## config.mk

```make
export PLATFORM = sky130hd
export DESIGN_NAME = dmem_arbiter_flat
export DESIGN_NICKNAME = d
export VERILOG_FILES = /design/src/rtl/dmem_arb_pkg.sv /design/src/rtl/dmem_arbiter_if.sv /design/src/rtl/dmem_rr_pick.sv /design/src/rtl/dmem_arbiter.sv /design/src/flat_wrapper.sv
export SDC_FILE = /design/constraint.sdc
export NUM_CORES = 1
export LEC_CHECK = 0
export ABC_AREA = 0
export BUFFER_PORTS_ARGS = -buffer_cell sky130_fd_sc_hd__clkbuf_2
export CAP_MARGIN = 20
export CELL_PAD_IN_SITES_DETAIL_PLACEMENT = 1
export CELL_PAD_IN_SITES_GLOBAL_PLACEMENT = 1
export CORE_AREA = 2 2 306 308
export CTS_BUF_LIST = sky130_fd_sc_hd__clkbuf_8
export DETAILED_ROUTE_END_ITERATION = 16
export DIE_AREA = 0 0 308 310
export PLACE_DENSITY_LB_ADDON = 0.1
export SLEW_MARGIN = 20
export SYNTH_ARGS = -nofsm -noshare
export SYNTH_HDL_FRONTEND = slang
export SYNTH_SLANG_ARGS = --single-unit
```

## constraint.sdc

```tcl
create_clock -name clk -period 2.11 [get_ports clk]
set_input_delay 0.422 -clock clk [delete_from_list [all_inputs] [get_ports clk]]
set_output_delay 0.422 -clock clk [all_outputs]
set_load 0.01 [all_outputs]
```

## src/rtl/dmem_arb_pkg.sv

```systemverilog
// Shared types and constants for the two-requester data-memory arbiter.
// Latency: n/a (declarations only).
// Backpressure: n/a (declarations only).
package dmem_arb_pkg;

    typedef enum logic [1:0] {
        IDLE  = 2'd0,
        ISSUE = 2'd1,
        RESP  = 2'd2
    } state_t;

    localparam int DEF_ADDR_W  = 64;
    localparam int DEF_WDATA_W = 128;
    localparam int DEF_RDATA_W = 64;

    // Accesses must be 8-byte aligned; any set bit under this mask is a reject.
    localparam logic [2:0] ALIGN_MASK = 3'b111;

    function automatic logic is_misaligned(input logic [2:0] addr_lsb);
        return (addr_lsb & ALIGN_MASK) != 3'b000;
    endfunction

endpackage

```

## src/rtl/dmem_arbiter_if.sv

```systemverilog
// Request/response handshakes of both requesters plus the datamem port.
// Latency: n/a (wires only).
// Backpressure: valid/ready on requests and responses; memory port has none.
interface dmem_arbiter_if
    import dmem_arb_pkg::*;
#(
    parameter int ADDR_W  = DEF_ADDR_W,
    parameter int WDATA_W = DEF_WDATA_W,
    parameter int RDATA_W = DEF_RDATA_W
) ();
    logic               r0_req_valid;
    logic               r0_req_ready;
    logic               r0_req_we;
    logic [ADDR_W-1:0]  r0_req_addr;
    logic [WDATA_W-1:0] r0_req_wdata;
    logic               r0_rsp_valid;
    logic               r0_rsp_ready;
    logic [RDATA_W-1:0] r0_rsp_rdata;
    logic               r0_rsp_err;

    logic               r1_req_valid;
    logic               r1_req_ready;
    logic               r1_req_we;
    logic [ADDR_W-1:0]  r1_req_addr;
    logic [WDATA_W-1:0] r1_req_wdata;
    logic               r1_rsp_valid;
    logic               r1_rsp_ready;
    logic [RDATA_W-1:0] r1_rsp_rdata;
    logic               r1_rsp_err;

    logic               mem_en;
    logic               mem_write_en;
    logic               mem_read_en;
    logic [ADDR_W-1:0]  mem_address;
    logic [WDATA_W-1:0] mem_write_data;
    logic [RDATA_W-1:0] mem_read_data;

    // Arbiter side.
    modport slave (
        input  r0_req_valid, r0_req_we, r0_req_addr, r0_req_wdata, r0_rsp_ready,
        output r0_req_ready, r0_rsp_valid, r0_rsp_rdata, r0_rsp_err,
        input  r1_req_valid, r1_req_we, r1_req_addr, r1_req_wdata, r1_rsp_ready,
        output r1_req_ready, r1_rsp_valid, r1_rsp_rdata, r1_rsp_err,
        output mem_en, mem_write_en, mem_read_en, mem_address, mem_write_data,
        input  mem_read_data
    );

    // Requester / memory-model side.
    modport master (
        output r0_req_valid, r0_req_we, r0_req_addr, r0_req_wdata, r0_rsp_ready,
        input  r0_req_ready, r0_rsp_valid, r0_rsp_rdata, r0_rsp_err,
        output r1_req_valid, r1_req_we, r1_req_addr, r1_req_wdata, r1_rsp_ready,
        input  r1_req_ready, r1_rsp_valid, r1_rsp_rdata, r1_rsp_err,
        input  mem_en, mem_write_en, mem_read_en, mem_address, mem_write_data,
        output mem_read_data
    );

endinterface

```

## src/rtl/dmem_rr_pick.sv

```systemverilog
// Two-way round-robin select: valids plus priority pointer to a one-hot grant.
// Latency: combinational.
// Backpressure: none; grant is zero when nobody is valid.
module dmem_rr_pick (
    input  logic [1:0] i_valid,
    input  logic       i_rr_ptr,
    output logic [1:0] o_grant
);

    // A lone valid always wins; on a tie the pointer names the winner.
    always_comb begin
        o_grant = 2'b00;
        case (i_valid)
            2'b01:   o_grant = 2'b01;
            2'b10:   o_grant = 2'b10;
            2'b11:   o_grant = i_rr_ptr ? 2'b10 : 2'b01;
            default: o_grant = 2'b00;
        endcase
    end

endmodule

```

## src/rtl/dmem_arbiter.sv

```systemverilog
// Arbitrates two requesters onto one single-cycle datamem, one request in flight.
// Latency: accept T, memory access T+1, response from T+2 (misaligned: T+1).
// Backpressure: req ready only in IDLE; response held until the owner's rsp_ready.
module dmem_arbiter
    import dmem_arb_pkg::*;
#(
    parameter int ADDR_W  = DEF_ADDR_W,
    parameter int WDATA_W = DEF_WDATA_W,
    parameter int RDATA_W = DEF_RDATA_W
) (
    input  logic          clk,
    input  logic          rst_n,
    dmem_arbiter_if.slave bus
);

    state_t             r_state;
    state_t             w_next_state;
    logic               r_rr_ptr;
    logic               r_owner;
    logic               r_we;
    logic               r_err;
    logic [ADDR_W-1:0]  r_addr;
    logic [WDATA_W-1:0] r_wdata;
    logic [RDATA_W-1:0] r_rdata;

    logic [1:0]         w_valid;
    logic [1:0]         w_grant;
    logic [1:0]         w_ready;
    logic [1:0]         w_rsp_valid;
    logic               w_accept;
    logic               w_rsp_done;
    logic               w_req_we;
    logic [ADDR_W-1:0]  w_req_addr;
    logic [WDATA_W-1:0] w_req_wdata;
    logic               w_misaligned;
    logic               w_mem_en;
    logic               w_own_rsp_ready;

    assign w_valid = {bus.r1_req_valid, bus.r0_req_valid};

    dmem_rr_pick u_pick (
        .i_valid  (w_valid),
        .i_rr_ptr (r_rr_ptr),
        .o_grant  (w_grant)
    );

    // Payload of whichever requester holds the grant.
    assign w_req_we     = w_grant[1] ? bus.r1_req_we    : bus.r0_req_we;
    assign w_req_addr   = w_grant[1] ? bus.r1_req_addr  : bus.r0_req_addr;
    assign w_req_wdata  = w_grant[1] ? bus.r1_req_wdata : bus.r0_req_wdata;
    assign w_misaligned = is_misaligned(w_req_addr[2:0]);
    assign w_own_rsp_ready = r_owner ? bus.r1_rsp_ready : bus.r0_rsp_ready;

    // State register; reset aborts any in-flight transaction.
    always_ff @(posedge clk or negedge rst_n) begin
        if (!rst_n) begin
            r_state <= IDLE;
        end else begin
            r_state <= w_next_state;
        end
    end

    // Next state and handshake/strobe decode.
    always_comb begin
        w_next_state = r_state;
        w_ready      = 2'b00;
        w_rsp_valid  = 2'b00;
        w_accept     = 1'b0;
        w_rsp_done   = 1'b0;
        w_mem_en     = 1'b0;
        case (r_state)
            IDLE: begin
                // rst_n gating keeps ready low while reset is asserted.
                w_ready  = w_grant & {2{rst_n}};
                w_accept = |(w_ready & w_valid);
                if (w_accept) begin
                    w_next_state = w_misaligned ? RESP : ISSUE;
                end
            end
            ISSUE: begin
                w_mem_en     = 1'b1;
                w_next_state = RESP;
            end
            RESP: begin
                w_rsp_valid = r_owner ? 2'b10 : 2'b01;
                if (w_own_rsp_ready) begin
                    w_rsp_done   = 1'b1;
                    w_next_state = IDLE;
                end
            end
            default: w_next_state = IDLE;
        endcase
    end

    // Request latch, read-data capture and round-robin pointer update.
    always_ff @(posedge clk or negedge rst_n) begin
        if (!rst_n) begin
            r_rr_ptr <= 1'b0;
            r_owner  <= 1'b0;
            r_we     <= 1'b0;
            r_err    <= 1'b0;
            r_addr   <= '0;
            r_wdata  <= '0;
            r_rdata  <= '0;
        end else begin
            if (w_accept) begin
                r_owner <= w_grant[1];
                r_we    <= w_req_we;
                r_addr  <= w_req_addr;
                r_wdata <= w_req_wdata;
                r_err   <= w_misaligned;
                r_rdata <= '0;
            end
            if (r_state == ISSUE) begin
                r_rdata <= r_we ? '0 : bus.mem_read_data;
            end
            if (w_rsp_done) begin
                r_rr_ptr <= ~r_owner;
            end
        end
    end

    assign bus.r0_req_ready   = w_ready[0];
    assign bus.r1_req_ready   = w_ready[1];
    assign bus.r0_rsp_valid   = w_rsp_valid[0];
    assign bus.r1_rsp_valid   = w_rsp_valid[1];
    assign bus.r0_rsp_rdata   = w_rsp_valid[0] ? r_rdata : '0;
    assign bus.r1_rsp_rdata   = w_rsp_valid[1] ? r_rdata : '0;
    assign bus.r0_rsp_err     = w_rsp_valid[0] & r_err;
    assign bus.r1_rsp_err     = w_rsp_valid[1] & r_err;

    assign bus.mem_en         = w_mem_en;
    assign bus.mem_write_en   = w_mem_en & r_we;
    assign bus.mem_read_en    = w_mem_en & ~r_we;
    assign bus.mem_address    = w_mem_en ? r_addr  : '0;
    assign bus.mem_write_data = w_mem_en ? r_wdata : '0;

endmodule
```

## src/flat_wrapper.sv

```systemverilog
// flat-port wrapper written by rule: the top's interface ports become plain ports
module dmem_arbiter_flat import dmem_arb_pkg::*;
#(
    parameter int ADDR_W  = DEF_ADDR_W,
    parameter int WDATA_W = DEF_WDATA_W,
    parameter int RDATA_W = DEF_RDATA_W
)
  (clk, rst_n, bus_r0_req_valid, bus_r0_req_we, bus_r0_req_addr, bus_r0_req_wdata, bus_r0_rsp_ready, bus_r0_req_ready, bus_r0_rsp_valid, bus_r0_rsp_rdata, bus_r0_rsp_err, bus_r1_req_valid, bus_r1_req_we, bus_r1_req_addr, bus_r1_req_wdata, bus_r1_rsp_ready, bus_r1_req_ready, bus_r1_rsp_valid, bus_r1_rsp_rdata, bus_r1_rsp_err, bus_mem_en, bus_mem_write_en, bus_mem_read_en, bus_mem_address, bus_mem_write_data, bus_mem_read_data);
  dmem_arbiter_if #(.ADDR_W(ADDR_W), .WDATA_W(WDATA_W), .RDATA_W(RDATA_W)) bus_i ();
  input  logic clk;
  input  logic rst_n;
  input wire logic [$bits(bus_i.r0_req_valid)-1:0] bus_r0_req_valid;
  input wire logic [$bits(bus_i.r0_req_we)-1:0] bus_r0_req_we;
  input wire logic [$bits(bus_i.r0_req_addr)-1:0] bus_r0_req_addr;
  input wire logic [$bits(bus_i.r0_req_wdata)-1:0] bus_r0_req_wdata;
  input wire logic [$bits(bus_i.r0_rsp_ready)-1:0] bus_r0_rsp_ready;
  output wire logic [$bits(bus_i.r0_req_ready)-1:0] bus_r0_req_ready;
  output wire logic [$bits(bus_i.r0_rsp_valid)-1:0] bus_r0_rsp_valid;
  output wire logic [$bits(bus_i.r0_rsp_rdata)-1:0] bus_r0_rsp_rdata;
  output wire logic [$bits(bus_i.r0_rsp_err)-1:0] bus_r0_rsp_err;
  input wire logic [$bits(bus_i.r1_req_valid)-1:0] bus_r1_req_valid;
  input wire logic [$bits(bus_i.r1_req_we)-1:0] bus_r1_req_we;
  input wire logic [$bits(bus_i.r1_req_addr)-1:0] bus_r1_req_addr;
  input wire logic [$bits(bus_i.r1_req_wdata)-1:0] bus_r1_req_wdata;
  input wire logic [$bits(bus_i.r1_rsp_ready)-1:0] bus_r1_rsp_ready;
  output wire logic [$bits(bus_i.r1_req_ready)-1:0] bus_r1_req_ready;
  output wire logic [$bits(bus_i.r1_rsp_valid)-1:0] bus_r1_rsp_valid;
  output wire logic [$bits(bus_i.r1_rsp_rdata)-1:0] bus_r1_rsp_rdata;
  output wire logic [$bits(bus_i.r1_rsp_err)-1:0] bus_r1_rsp_err;
  output wire logic [$bits(bus_i.mem_en)-1:0] bus_mem_en;
  output wire logic [$bits(bus_i.mem_write_en)-1:0] bus_mem_write_en;
  output wire logic [$bits(bus_i.mem_read_en)-1:0] bus_mem_read_en;
  output wire logic [$bits(bus_i.mem_address)-1:0] bus_mem_address;
  output wire logic [$bits(bus_i.mem_write_data)-1:0] bus_mem_write_data;
  input wire logic [$bits(bus_i.mem_read_data)-1:0] bus_mem_read_data;
  assign bus_i.r0_req_valid = bus_r0_req_valid;
  assign bus_i.r0_req_we = bus_r0_req_we;
  assign bus_i.r0_req_addr = bus_r0_req_addr;
  assign bus_i.r0_req_wdata = bus_r0_req_wdata;
  assign bus_i.r0_rsp_ready = bus_r0_rsp_ready;
  assign bus_r0_req_ready = bus_i.r0_req_ready;
  assign bus_r0_rsp_valid = bus_i.r0_rsp_valid;
  assign bus_r0_rsp_rdata = bus_i.r0_rsp_rdata;
  assign bus_r0_rsp_err = bus_i.r0_rsp_err;
  assign bus_i.r1_req_valid = bus_r1_req_valid;
  assign bus_i.r1_req_we = bus_r1_req_we;
  assign bus_i.r1_req_addr = bus_r1_req_addr;
  assign bus_i.r1_req_wdata = bus_r1_req_wdata;
  assign bus_i.r1_rsp_ready = bus_r1_rsp_ready;
  assign bus_r1_req_ready = bus_i.r1_req_ready;
  assign bus_r1_rsp_valid = bus_i.r1_rsp_valid;
  assign bus_r1_rsp_rdata = bus_i.r1_rsp_rdata;
  assign bus_r1_rsp_err = bus_i.r1_rsp_err;
  assign bus_mem_en = bus_i.mem_en;
  assign bus_mem_write_en = bus_i.mem_write_en;
  assign bus_mem_read_en = bus_i.mem_read_en;
  assign bus_mem_address = bus_i.mem_address;
  assign bus_mem_write_data = bus_i.mem_write_data;
  assign bus_i.mem_read_data = bus_mem_read_data;
  dmem_arbiter #(.ADDR_W(ADDR_W), .WDATA_W(WDATA_W), .RDATA_W(RDATA_W)) u_core (.clk(clk), .rst_n(rst_n), .bus(bus_i));
endmodule
```

* Word level (Yosys, flattened, before mapping) *
Cells that the tools add are included.

cells by class
  eq/ne operators = 7
  muxes and demuxes = 24
  bitwise gates (word level) = 8
  reductions and logical operators = 5

operators by type and width
  operator            number
  $mux 64             7
  $mux 128            2
  $mux 2              7
  $pmux 2 s3          2
  $eq 2x2->1 const B  3
  $mux 1              6
  $and 1x1->1         4
  $and 2x2->2         2
  $eq 2x1->1 const B  2
  $ne 2x1->1 const B  2
  $reduce_bool 3->1   1
  $logic_not 2->1     1
  $not 1->1           2
  $reduce_and 2->1    1
  $reduce_bool 2->1   1
  $reduce_or 2->1     1

storage, ports and cells
  flip-flop bits (word level) = 262
  word-level logic and storage cells = 52

* Depth between registers and ports, before layout *
  depth in word-level cells = 8
  gate-level depth with buffers = 7
  mapped depth without buffers = 3

* Modules after synthesis *
A second synthesis with hierarchy kept.

second synthesis, totals
  cell total of the unflattened synthesis = 1304
  area, all modules = 15192.1 um^2

modules (own cells, without submodules)
  module        times used  cells each  area each (um^2)  sequential area each (um^2)
  dmem_arbiter  1           1301        15173.3           6556.3
  dmem_rr_pick  1           3           18.8              0.0

* Worst setup path before layout *
No wires, ideal clock.

  path kind = flip-flop to output port
  start point = register u_core.r_state[0]
  end point = output port bus_r1_rsp_rdata[24]
  arrival time = 1.267 ns
  data required time = 1.688 ns
  path slack = 0.421 ns
  cell stages (with the launch flop) = 5
  cell sequence = dfrtp_1 -> and3b_1 -> buf_2 -> clkbuf_1 -> and2_1

between the ends
  cells in the longest elaborated chain, start to end = 3

ends and longest elaborated chain
  element                 line                 source
  start, declared         dmem_arbiter.sv:16   state_t r_state;
  start signal, assigned  dmem_arbiter.sv:59   r_state <= w_next_state;
  $eq 2x2->1              dmem_arbiter.sv:71   case (r_state)
  $mux 2                  dmem_arbiter.sv:71
  $mux 64                 dmem_arbiter.sv:128  assign bus.r1_rsp_rdata = w_rsp_valid[1] ? r_rdata : '0;
  end, declared           flat_wrapper.sv:28   output wire logic [$bits(bus_i.r1_rsp_rdata)-1:0] bus_r1_rsp_rdata;

No other way between the ends.

* Worst setup path after layout *
  start point = register u_core.r_state[0]
  end point = output port bus_r1_rsp_err

between the ends
  cells in the longest elaborated chain, start to end = 3

ends and longest elaborated chain
  element        line                 source
  $eq 2x2->1     dmem_arbiter.sv:71
  $mux 2         dmem_arbiter.sv:71
  $and 1x1->1    dmem_arbiter.sv:130  assign bus.r1_rsp_err = w_rsp_valid[1] & r_err;
  end, declared  flat_wrapper.sv:29   output wire logic [$bits(bus_i.r1_rsp_err)-1:0] bus_r1_rsp_err;

No other way between the ends.

==> flow_metrics.env <==
export IMPL_status="complete, but fails checks"
export IMPL_violations="setup timing"
export IMPL_die_w_um=308
export IMPL_yosys_area_top_type_share_pct=44.1
export IMPL_path_class="reg -> out"
export IMPL_power_leakage_nw=12.5
export IMPL_cts_buffers_inserted=57
export IMPL_synth_cells=1676
export IMPL_die_h_um=310
export IMPL_dr_pass1_iters=5
export IMPL_hpwl_um=65000
export IMPL_hp_start="bus_r0_req_addr[9]"
export IMPL_yosysWarnings=0
export IMPL_place_congestion=0.807
export IMPL_min_period_ns=2.56
export IMPL_wl_per_cell_um=24.9
export IMPL_holdPathStages=3
export IMPL_clockRootBuffer="clkbuf_8"
export IMPL_grt_pass1_wl_um=142000
export IMPL_hp_class="in -> reg"
export IMPL_arrival_ns=2.14
export IMPL_tightestPinTransition_ns=0.924
export IMPL_cts_sinks=262
export IMPL_drive_gt1_share_pct=38.3
export IMPL_clk_pin_slew_ns=0.05
export IMPL_fin_util_pct=29.6
export IMPL_worst_path_max_fanout=8
export IMPL_rsz0062_at_grt="true"
export IMPL_core_area_um2=92500
export IMPL_synth_top_area_cell="dfrtp_1"
export IMPL_rr_endpoint="u_core.r_wdata[92]"
export IMPL_grtUsageTotal_pct=19.8
export IMPL_hold_viol_final=0
export IMPL_async_reset_ff_share_pct=100
export IMPL_synth_area_um2=14900
export IMPL_pwr_density_cell_nw_per_um2=836
export IMPL_antenna_left=0
export IMPL_core_rowCount=112
export IMPL_synth_seq_cells=262
export IMPL_setup_viol=329
export IMPL_peakVddDrop_uv=439
export IMPL_clock_latency_ns=0.66
export IMPL_critical_path_required_ns=1.69
export IMPL_clock_path_buffers=3
export IMPL_io_buffers=784
export IMPL_cts_tree="built"
export IMPL_maxCapViolCount=0
export IMPL_drt_first_iter_violations=872
export IMPL_grt_max_degree=120
export IMPL_area_growth_pct=84.1
export IMPL_slew_headroom_pct=38.4
export IMPL_r2r_start="u_core.r_state[1]"
export IMPL_synth_most_common_cell="a31oi_1"
export IMPL_vias=19100
export IMPL_wirelength_um=102000
export IMPL_timing_fmax_mhz=390
export IMPL_drc_errors=0
export IMPL_start_kind="flip-flop"
export IMPL_clock_skew_ns=0.0221
export IMPL_fillers=10800
export IMPL_htree_levels=2
export IMPL_setup_ws_ns=-0.452
export IMPL_synth_cell_types=34
export IMPL_r2r_slack_ns=0.15
export IMPL_maxSlewViolCount=0
export IMPL_dieArea_um2=95500
export IMPL_synth_ff_type="dfrtp_1"
export IMPL_ff_latch_area_um2=6560
export IMPL_synthesis_nets=2132
export IMPL_fin_hold_ws_ns=0.0656
export IMPL_grt_pass1_vias=20700
export IMPL_ff2ff_path_depth=7
export IMPL_antenna_found_initial=16
export IMPL_globalRouteOverflowTotal=0
export IMPL_ys_seq_area_share_pct=44.1
export IMPL_multi_input_area_um2=7450
export IMPL_io_pins=785
export IMPL_start_util_pct=16.1
export IMPL_min_to="u_core.r_addr[9]"
export IMPL_synth_edf_count=0
export IMPL_fin_tns_setup_ns=-124.31
export IMPL_synthTopCellsByCount="a31oi_1 (386), and2_1 (323), dfrtp_1 (262)"
export IMPL_cp_end_kind="output pin"
export IMPL_synth_area_per_cell_um2=8.88
export IMPL_synth_top_cells_by_area="dfrtp_1 (44%), a31oi_1 (16%), and2_1 (14%)"
export IMPL_via_per_inst=4.66
export IMPL_nNetsFinal=3312
export IMPL_fin_crit_sh_pct=121
[worst max-delay path: stages (launching register included)]
cell       delay, ns
dfrtp_1         0.41
and3b_2         0.44
buf_8           0.20
clkbuf_16       0.19
and2_4          0.15
buf_6           0.09
[layout make-up]
| type | count | area share (%) |
|---|---|---|
| multi-input combinational | 1190 | 27.2 |
| clock inverter | 30 | 0.457 |
| antenna | 14 | 0.128 |
| clock buffer | 70 | 3.52 |
| timing repair buffer | 1341 | 39.1 |
| timing repair inverter | 1 | 0.0594 |
| inverter | 3 | 0.137 |
| tap | 1197 | 5.47 |
| sequential | 262 | 23.9 |
[report_power, final]
part | internal (mW) | switching [mW] | total, mW
logic | 3.94 | 4.76 | 8.70
registers | 7.01 | 1.57 | 8.58
clock network | 2.95 | 2.67 | 5.62
total | 13.9 | 8.99 | 22.9
[per-layer routing]
layer	track usage, %	part of all wire (%)
met1	23.5	40
met2	35.4	51
met3	3.56	5.1
met4	7.23	3.4
met5	0	0.026
[placed cells by master (no fill, tap or decap), types with 3 or more instances in the layout]
master         instances
a22o_1                65
a31oi_1              386
and2_1               226
and2_2                 4
and2_4                93
buf_12                50
buf_16                14
buf_2                 19
buf_4                 57
buf_6                 51
buf_8                  5
clkbuf_16              9
clkbuf_2             702
clkbuf_8              76
clkinv_2               4
dfrtp_1              260
diode_2               14
dlygate4sd3_1        426
inv_1                 24
nand2_1                4
nand2b_4               3
nand3_1              194
o21ai_0              191
o21ai_1                3
[through the flow]
stage / power (mW) / std cells / worst slack, ns / area, um^2
3_5_place_dp: 15.5 / 3517 / 0.0512 / 20300
4_1_cts: 22.9 / 4074 / -0.514 / 26600
6_report: 22.9 / 4108 / -0.452 / 27400
3_3_place_gp: 15.4 / 3517 / 0.0754 / 20300
5_1_grt: 24.3 / 4106 / -0.575 / 27400
2_1_floorplan: 11.9 / 1676 / 0.421 / 14900
[logic make-up (layout without fill, tap and decap cells)]
group | Yosys count | in the layout | share of synthesized area, %
compound gates | 652 | 652 | 27.0
buf+inv | 224 | 1445 | 7.86
flops | 262 | 262 | 44.1
mux | 2 | 2 | 0.143
other cells | 0 | 14 | 0
simple gates | 536 | 536 | 21.0
[worst max path at each step]
stage,start,end,slack [ns],depth (start not counted)
floorplan,u_core.r_state[0],bus_r1_rsp_rdata[24],0.42,4
global placement,u_core.r_state[1],bus_mem_address[59],0.08,5
detailed placement,u_core.r_state[1],bus_mem_address[59],0.05,5
CTS,u_core.r_state[0],bus_r0_rsp_rdata[21],-0.51,7
global route,u_core.r_state[0],bus_r0_rsp_rdata[44],-0.57,7
finish,u_core.r_state[0],bus_r1_rsp_err,-0.45,5
[state kept, by name (all words and copies together) (netlist names)]
| signal | flops |
|---|---|
| u_core.r_wdata | 128 |
| u_core.r_err | 1 |
| u_core.r_addr | 64 |
| u_core.r_rr_ptr | 1 |
| u_core.r_rdata | 64 |
| u_core.r_owner | 1 |
| u_core.r_we | 1 |
| u_core.r_state | 2 |
[timing repair]
item | CTS | global route
hold endpoints to repair | 293 | 0
hold buffers | 426 | 0
gates cloned | 15 | 12
setup buffers | 17 | 12
setup endpoints to repair | 329 | 329
gates resized for setup | 93 | 185
pin swaps | 11 | 24
(Power assumes the default switching activity.)
